`src/rtl/register_file_2r1w.sv`:
```
// DEPTH x DATA_WIDTH register file with one byte-enabled write port
// and two registered, write-first read ports.
module register_file_2r1w #(
    parameter int DATA_WIDTH = 32,
    parameter int ADDR_WIDTH = 3,
    parameter int ZERO_REG   = 0
) (
    input  logic                      clk,
    input  logic                      reset,
    input  logic                      we,
    input  logic [ADDR_WIDTH-1:0]     wAddr,
    input  logic [DATA_WIDTH/8-1:0]   wBe,
    input  logic [DATA_WIDTH-1:0]     wData,
    input  logic [ADDR_WIDTH-1:0]     rAddrA,
    output logic [DATA_WIDTH-1:0]     rDataA,
    input  logic [ADDR_WIDTH-1:0]     rAddrB,
    output logic [DATA_WIDTH-1:0]     rDataB,
    output logic [2**ADDR_WIDTH-1:0]  written
);

    localparam int DEPTH  = 2**ADDR_WIDTH;
    localparam int NBYTES = DATA_WIDTH/8;

    logic [DATA_WIDTH-1:0] mem [DEPTH];

    logic [DATA_WIDTH-1:0] mergedWord;
    logic [DATA_WIDTH-1:0] nextA;
    logic [DATA_WIDTH-1:0] nextB;
    logic                  wProt;
    logic                  wEff;
    logic                  fwdA;
    logic                  fwdB;
    logic                  zeroA;
    logic                  zeroB;

    // Post-write value of the addressed entry; also the forwarded word.
    always_comb begin
        mergedWord = mem[wAddr];
        for (int i = 0; i < NBYTES; i++) begin
            if (wBe[i]) begin
                mergedWord[8*i +: 8] = wData[8*i +: 8];
            end
        end
    end

    assign wProt = (ZERO_REG != 0) && (wAddr == '0);
    assign wEff  = we && (|wBe) && !wProt;
    assign fwdA  = we && !wProt && (rAddrA == wAddr);
    assign fwdB  = we && !wProt && (rAddrB == wAddr);
    assign zeroA = (ZERO_REG != 0) && (rAddrA == '0);
    assign zeroB = (ZERO_REG != 0) && (rAddrB == '0);

    // zeroX and fwdX are exclusive: forwarding needs an unprotected target.
    always_comb begin
        nextA = mem[rAddrA];
        unique case (1'b1)
            zeroA:   nextA = '0;
            fwdA:    nextA = mergedWord;
            default: nextA = mem[rAddrA];
        endcase
    end

    always_comb begin
        nextB = mem[rAddrB];
        unique case (1'b1)
            zeroB:   nextB = '0;
            fwdB:    nextB = mergedWord;
            default: nextB = mem[rAddrB];
        endcase
    end

    always_ff @(posedge clk) begin
        if (reset) begin
            for (int k = 0; k < DEPTH; k++) begin
                mem[k] <= '0;
            end
            rDataA  <= '0;
            rDataB  <= '0;
            written <= '0;
        end else begin
            if (wEff) begin
                mem[wAddr]     <= mergedWord;
                written[wAddr] <= 1'b1;
            end
            rDataA <= nextA;
            rDataB <= nextB;
        end
    end

endmodule

```
`config.mk`:
```
export PLATFORM = sky130hd
export DESIGN_NAME = register_file_2r1w
export DESIGN_NICKNAME = d
export VERILOG_FILES = /design/src/rtl/register_file_2r1w.sv
export SDC_FILE = /design/constraint.sdc
export NUM_CORES = 1
export LEC_CHECK = 0
export CORE_ASPECT_RATIO = 0.7
export CORE_MARGIN = 2
export CORE_UTILIZATION = 34
export CTS_CLUSTER_SIZE = 16
export DETAILED_ROUTE_END_ITERATION = 7
export DONT_BUFFER_PORTS = 1
export GPL_TIMING_DRIVEN = 1
export PLACE_DENSITY = 0.47
export SETUP_SLACK_MARGIN = 0.3
export SLEW_MARGIN = 20
export SYNTH_ARGS = -nofsm -noshare
export SYNTH_HDL_FRONTEND = slang
export SYNTH_SLANG_ARGS = --single-unit
```
`constraint.sdc`:
```
create_clock -name clk -period 3.9 [get_ports clk]
set_input_delay 1.17 -clock clk [delete_from_list [all_inputs] [get_ports clk]]
set_output_delay 1.17 -clock clk [all_outputs]
set_load 0.05 [all_outputs]
```
# Word-level counts from Yosys, hierarchy flattened
# Memories as Yosys holds them, arrays and structs flattened.
# Index checks and enable logic that the tools add are counted.
dict set report classes {
  addsub 0
  multipliers 0
  div 0
  n_lt_le_gt_ge 2
  eq_ne 2
  n_shift 0
  mux 16
  bitwise 1
  n_reduce_logical 6
}
# op count
set ops {}
lappend ops {{$mux 32} 3}
lappend ops {{$mux 8} 4}
lappend ops {{$reduce_or 32->1} 1}
lappend ops {{$or 8x8->8} 1}
lappend ops {{$mux 1} 7}
lappend ops {{$eq 3x3->1} 2}
lappend ops {{$logic_and 1x1->1} 4}
lappend ops {{$lt 3x4->1 const B} 1}
lappend ops {{$reduce_or 4->1} 1}
lappend ops {{$demux 1 s3} 1}
lappend ops {{$ge 3x1->1 const B} 1}
lappend ops {{$mux 3} 1}
dict set report totals {
  reg_bits 72
  latchBits 0
  mem_bits_rw 256
  rom_bits 0
  out_inout_bits 72
  elab_cells 31
  n_memories 1
}
# name words word_bits rd rd_clocked_by_memory_dff write_ports line_no
set memory_table {}
lappend memory_table {mem 8 32 3 0 8 24} ;# logic [DATA_WIDTH-1:0] mem [DEPTH];

# Logic depth before layout (Yosys ltp)
# Gate-level depths: netlist (run 1).
dict set report logic_depth {
  depth_word 7
  ltp_mapped 7
  ltp_nobuf 4
}

# Least setup slack after synthesis (run 1)
# Ideal clock, no wire load.
dict set report synth_path {
  kind {input-to-reg}
  startpoint {in reset}
  endpoint {mem mem[7][0], enable pin}
  setup_ns 0.394
  arrival_ns 2.773
  slack_ns 0.733
  cell_stages 6
  path_cell_list {clkbuf_1 -> nor2b_1 -> and3b_1 -> clkbuf_1 -> nand3_1 -> nand2b_1}
}
# element line_no
set synth_lines {}
lappend synth_lines {{from (decl)} 9} ;# input logic reset,
lappend synth_lines {{to (decl)} 24}

# Final worst setup path (run 1)
dict set report layout_path {
  startpoint {in wAddr[0]}
  endpoint {reg rDataB[27]}
}
dict set report layout_via {
  elab_chain_cells 3
  elab_cells_between_ends 5
  classes_between {eq/ne (1); mux (2); reduce/logical (1); memory (1)}
}
# element line_no
set layout_lines {}
lappend layout_lines {{from (decl)} 11} ;# input logic [ADDR_WIDTH-1:0] wAddr,
lappend layout_lines {{$mem_v2 8x32 or $eq 3x3->1 (tied branches)} n/a}
lappend layout_lines {{$mux 8 or $logic_and 1x1->1 (tied branches)} {40, 49}}
lappend layout_lines {{$mux 32 (*)} 65} ;# unique case (1'b1)
lappend layout_lines {{to (signal assigned)} 86} ;# rDataB <= nextB;
lappend layout_lines {{to (decl)} 17} ;# output logic [DATA_WIDTH-1:0] rDataB,
# Every way passes the cells marked *; elsewhere a longest branch is shown, timed or not.
# A chain may end at the register's enable or synchronous reset.

==> key figures, run 1 <==
Global routing
  • Global-route wire length before repair: 84.2 mm
  • Largest net degree at the start of global routing: 133
  • Overflow after GRT: 0
  • GRT Total Usage: 22.0%
  • Vias in the first global route: 11400
  • Antenna violations before repair: 0

Clock tree
  • CTS max path bufs: 3
  • Cts-stage hold buffer count: 0
  • CTS Buf Count: 37
  • H-tree depth: 2
  • Setup bufs post-CTS: 0
  • CTS sink count: 328
  • CTS tree: built
  • Clk root buf: clkbuf_16
  • # resized after CTS: 0
  • Skew-Pair Late Insertion Delay: 540 ps
  • Clk pin slew, worst setup/hold paths: 60 ps

Worst setup path
  • Worst r2r src: mem[2][25]
  • CP startpoint kind: primary input
  • Worst setup path startpoint: wAddr[0]
  • Worst Path Arrival: 3060 ps
  • WS Path Type: in -> reg
  • CP Capture Type: flip-flop
  • CP max FO: 132
  • WP data required: 4360 ps

Route
  • Routed len/inst: 30.1 µm
  • Routed wl met3: 3.72 mm
  • Total number of vias: 11200
  • Total Routed Length: 58.1 mm
  • Initial DRC count: 983
  • Met1 WL: 25.3 mm
  • Vias/cell: 5.82
  • Drc violations: 0
  • First-pass detailed-route iteration total: 5
  • Top Layer Used: met4
  • Metal2 WL: 27.9 mm
  • Post-route ant nets: 0

Timing
  • Post-layout minimum cycle time: 2600 ps
  • Final worst setup slack: 1300 ps
  • Endpoints failing setup: 0
  • Post-route setup TNS: 0 ps
  • RSZ-0062 raised after global routing: false
  • Final Cycle Share: 66.6%
  • Hold Violations, Final: 0
  • Actual slew at the worst max-slew pin: 903 ps
  • Clock Skews: 22.9 ps
  • Slew Viols, Final: 0
  • Slew headroom: 39.7%
  • Fmax: 385 MHz

Yosys
  • Syn Nets: 1308
  • FFs w/ async S/R, synth: 0%
  • Yosys warning count: 0
  • Synth area leaders: edfxtp_1, mux4_2, mux2i_1
  • Synth unique cells: 25
  • Share of the synthesized area in the top cell type: 44.1%
  • Synth Area in XOR/XNOR: 0.302%
  • Mux contribution to synthesized area: 27.6%
  • Number of synthesized register bits: 328
  • Post-synth EDFFs: 256
  • Yosys top cell by area: edfxtp_1
  • Main synth FF type: edfxtp_1
  • Post-synthesis cell area: 17400 µm²
  • Adder-cell area share of the yosys netlist: 0%
  • Synth Area in Simple Gates: 7.70%
  • Main combinational cell family by area after synthesis: multiplexers
  • Mapped Cells: 1260
  • Mean Syn Cell Area: 13.8 µm²
  • Register area share after synthesis: 52.4%
  • Post-synthesis compound-gate area fraction: 8.84%

Floorplan
  • Die Height: 193 µm
  • Site Rows: 69
  • Core Area: 50700 µm²
  • Initial Util: 34.4%
  • Die ar.: 53100 µm²
  • Top-Level Pins: 120
  • Die Width: 274 µm

Placement
  • Post-Place Worst Slack: 875 ps
  • Placer Congestion: 0.731
  • IO Port Bufs: 0
  • HPWL Detailed: 31.2 mm

Final layout
  • Fill cells: 4728
  • Share of cells above drive strength 1: 21.7%
  • Final Net Count: 1273
  • Antenna cell count: 0
  • Area Growth Syn to Fin: 11.2%

Run
  • Max cap viols: 0

Power
  • PwrDens: 451 nW/µm²
  • LEAKAGE: 6.87 nW
  • Maximum VDD drop: 0.258 mV

Run status
  • Status: complete, no violations

Worst hold path
  • Launch point of the worst hold path: written[6]
  • Hold Crit Class: reg -> reg
-- flip-flops by register name, indices dropped and copies added (netlist names) --
signal / flops
rDataA: 32
mem: 256
rDataB: 32
written: 8
-- Yosys cell counts, types with 3 or more instances --
cell and number:
buf_1 8, buf_2 48, buf_4 7, buf_6 3, clkbuf_1 43, dfxtp_1 72
edfxtp_1 256, inv_1 8, mux2i_1 192, mux4_2 128, nand2_1 7, nand2b_1 42
nand3_1 4, nor2_1 259, nor2b_1 3, o21ai_0 8, o22ai_1 128, o31ai_4 32
xor2_1 4
-- stage by stage --
step / power, mW / cells / area (µm²) / hold WS (ps) / util [%]
2_1_floorplan: 5.12 / 1260 / 17400 / 678 / -
3_3_place_gp: 5.31 / 1860 / 18200 / 695 / 35.9
3_5_place_dp: 5.31 / 1860 / 18200 / 694 / 35.9
4_1_cts: 8.84 / 1928 / 19400 / 709 / 38.2
5_1_grt: 9.04 / 1928 / 19400 / 724 / 38.2
6_report: 8.74 / 1928 / 19400 / 701 / 38.2
-- worst paths after layout --
path,endpoint,slack [ps],cells past startpoint
max,rDataB[27],1300,5
min,written[6],700,2
max reg2reg,rDataA[25],2200,4
min reg2reg,written[6],700,2
-- power by group --
part           total (mW)  internal, mW  switching, mW  leakage, nW
clock                3.51          2.00           1.52        0.587
sequential           4.30          3.95          0.346         3.25
combinational       0.933         0.442          0.491         3.03
total                8.74          6.39           2.35         6.87
-- logic make-up after synthesis --
| kind of cell | after synthesis |
|---|---|
| buffers and inverters | 117 |
| AOI/OAI and AO/OA | 170 |
| muxes | 320 |
| xor gates and xnor gates | 6 |
| and+or+nand+nor | 319 |
| DFF | 328 |
-- final cells by class --
class / instances / area (µm²) / share of cell area, %
Clock buffer: 45 / 1020 / 5.26
Clock inverter: 23 / 165 / 0.853
Timing Repair Buffer: 35 / 400 / 2.07
Sequential cell: 328 / 9130 / 47.1
Tap cell: 674 / 843 / 4.35
Inverter: 8 / 30.0 / 0.155
Multi-Input combinational cell: 815 / 7780 / 40.2
-- metal layers --
metal	vias up	GRT usage [%]
li1	4848	-
met1	5855	30.9
met2	426	35.8
met3	84	3.60
met4	0	5.21
met5	-	0
-- cells in the final DEF (no fill, tap or decap), types with 7 or more instances in the layout --
cell type  count
mux2i_1      192
buf_4         24
clkinv_1       7
buf_12        11
o31ai_4       32
dfxtp_1       72
mux4_2       128
nand2b_2      10
o21ai_0        8
o22ai_1      128
nor2_1       259
clkinv_2      11
nand2b_1      32
edfxtp_1     256
clkbuf_16     39
inv_1          8
-- critical path: stages --
cell	delay [ps]
xor2_1	210
nor2_1	170
nand3_2	720
buf_4	490
o22ai_1	190
Note: power is estimated with default switching activity, not from simulation.
==> run 2, diff against run 1 <==
Clock period 3.9 ns to 2.6 ns, I/O delays scaled along.
==> run 2 against run 1 <==
Power is 54% higher. Largest cell class unchanged. Clock skew is 4.8 ps higher. Routed wire length is 2.1% lower. Cell area is 2.1% higher. Critical path depth is 5 lower.
==> key figures, run 2 (same netlist as run 1, synthesis figures left out) <==
Clock tree
  • CTS sink count: 328 (unchanged)
  • Cts-stage hold buffer count: 0 (unchanged)
  • H-tree depth: 2 (unchanged)
  • CTS Buf Count: 38 (+2.7%)
  • Skew-Pair Late Insertion Delay: 560 ps (+20 ps)
  • CTS max path bufs: 3 (unchanged)
  • Clk pin slew, worst setup/hold paths: 60 ps (about the same)
  • CTS tree: built
  • # resized after CTS: 0 (unchanged)
  • Clk root buf: clkbuf_16
  • Setup bufs post-CTS: 0 (unchanged)

Timing
  • Fmax: 497 MHz
  • Post-layout minimum cycle time: 2010 ps
  • Actual slew at the worst max-slew pin: 628 ps (-275 ps)
  • Endpoints failing setup: 0 (unchanged)
  • RSZ-0062 raised after global routing: false
  • Clock Skews: 27.7 ps (+4.81 ps)
  • Slew headroom: 58.2% (+18 points)
  • Final Cycle Share: 77.4%
  • Hold Violations, Final: 0 (unchanged)
  • Slew Viols, Final: 0 (unchanged)
  • Post-route setup TNS: 0 ps (unchanged)

Power
  • Maximum VDD drop: 0.548 mV (+110%)
  • Pwr Total: 13.5 mW (+54%)
  • PwrDens: 681 nW/µm² (+51%)
  • Switching share of power: 26.3% (-0.65 points)
  • LEAKAGE: 7.09 nW (+3.1%)
  • Design internal power: 9.93 mW (+55%)
  • Clock share of power: 41.3% (+1.1 points)
  • Comb power frac: 11.0% (+0.3 points)
  • Psw: 3.54 mW (+50%)
  • Seq pwr share: 47.8% (-1.4 points)

Final layout
  • Fin area: 19800 µm² (+2.1%)
  • Area Growth Syn to Fin: 13.6%
  • Final Net Count: 1292 (+1.5%)
  • Multi-input logic area: 7810 µm² (+0.29%)
  • Flip-flop and latch area: 9130 µm² (unchanged)
  • Share of cells above drive strength 1: 22.9% (+1.2 points)
  • Fill cells: 4740 (+0.25%)
  • Max FFs per register: 256 (unchanged)
  • Commonest non-fill, non-tap cell in the layout: nor2_1
  • Largest regs: mem x256, rDataA x32, rDataB x32
  • Commonest non-fill, non-tap cells in the layout: nor2_1, edfxtp_1, mux2i_1
  • Top reg by flops: mem

Worst setup path
  • Worst Path Arrival: 1230 ps (-1830 ps)
  • CP Capture Type: output pin
  • Worst R2R Path Depth: 4 (unchanged)
  • CP startpoint kind: flip-flop
  • CP max FO: 2 (-98%)
  • WP data required: 1820 ps (-2540 ps)
  • WS Path Type: reg -> out
  • Critical path depth in cells: 0 (-5)

Route
  • Vias/cell: 5.81 (-0.15%)
  • Initial DRC count: 1149 (+17%)
  • Total Routed Length: 56.9 mm (-2.1%)
  • Total number of vias: 11300 (+0.94%)
  • Drc violations: 0 (unchanged)
  • Post-route ant nets: 0 (unchanged)
  • Routed len/inst: 29.2 µm (-3.1%)
  • First-pass detailed-route iteration total: 5 (unchanged)

Floorplan
  • Die Height: 193 µm (unchanged)
  • Core Area: 50700 µm² (unchanged)
  • Site Rows: 69 (unchanged)
  • Die ar.: 53100 µm² (unchanged)
  • Top-Level Pins: 120 (unchanged)
  • Die Width: 274 µm (unchanged)
  • Initial Util: 34.4% (unchanged)

Global routing
  • Met3 Use GR: 3.76% (+0.16 points)
  • GRT Total Usage: 21.4% (-0.63 points)
  • M1 GR Usage: 32.1% (+1.3 points)
  • Largest net degree at the start of global routing: 133 (unchanged)
  • Met2 usage: 31.7% (-4.1 points)
  • Global-route wire length before repair: 82.2 mm (-2.3%)
  • Antenna violations before repair: 0 (unchanged)
  • Vias in the first global route: 11400 (-0.39%)
  • Overflow after GRT: 0 (unchanged)
  • GRT busiest layer: met1

Run
  • Max cap viols: 0 (unchanged)

Run status
  • Status: complete, no violations

Placement
  • Placer Congestion: 0.759 (+3.9%)
  • IO Port Bufs: 0 (unchanged)
  • HPWL Detailed: 31.5 mm (+0.75%)
  • Placement Cell Area: 18500 µm² (+1.8%)

Worst hold path
  • Hold Path Depth: 1 (-1)
  • Hold Crit Class: in -> reg
-- run 2: changes by cell type in the layout (fill, tap and decap cells not counted), moves of 3 or more --
cell	before	now
buf_12	11	24
buf_4	24	29
clkinv_2	11	6
clkbuf_1	4	8
clkbuf_8	2	6
nand2b_2	10	6
nand2b_4	0	4
clkinv_1	7	4
-- run 2: stage by stage --
step / util (%) / hold WS [ps] / setup slack [ps] / cells
6_report: 39.0 / 335 / 587 / 1949
5_1_grt: 39.0 / 320 / 561 / 1947
4_1_cts: 39.0 / 308 / 558 / 1947
3_5_place_dp: 36.5 / 710 / 307 / 1878
3_3_place_gp: 36.5 / 699 / 316 / 1878
2_1_floorplan: - / 678 / 216 / 1260
-- run 2: routing by layer --
metal | wire, µm | part of all wire, %
met1 | 26600 | 47
met2 | 25200 | 44
met3 | 3800 | 6.7
met4 | 1300 | 2.3
met5 | 0 | 0
-- run 2: area by class of cell --
class | count | area share, %
repair buffers | 53 | 3.53
clock inverters | 15 | 0.772
flip-flops and latches | 328 | 46.2
multi-input cells | 815 | 39.5
inverters | 8 | 0.152
clock buffers | 54 | 5.63
well taps | 674 | 4.26
diodes | 2 | 0.0253
-- run 2: worst paths after layout --
path / start / end / slack, ps
setup / recovery: written[5] / written[5] / 590
hold / removal: reset / written[1] / 340
setup reg to reg: mem[5][19] / rDataA[19] / 960
hold reg to reg: written[4] / written[4] / 710
-- run 2: power by group through the flow --
stage	clock [mW]	sequential [mW]	combinational [mW]
after floorplan	0	6.48	1.19
after global placement	0	6.54	1.48
after detailed placement	0	6.55	1.47
after CTS	5.67	6.44	1.48
after global routing	5.86	6.47	1.56
final	5.56	6.43	1.48
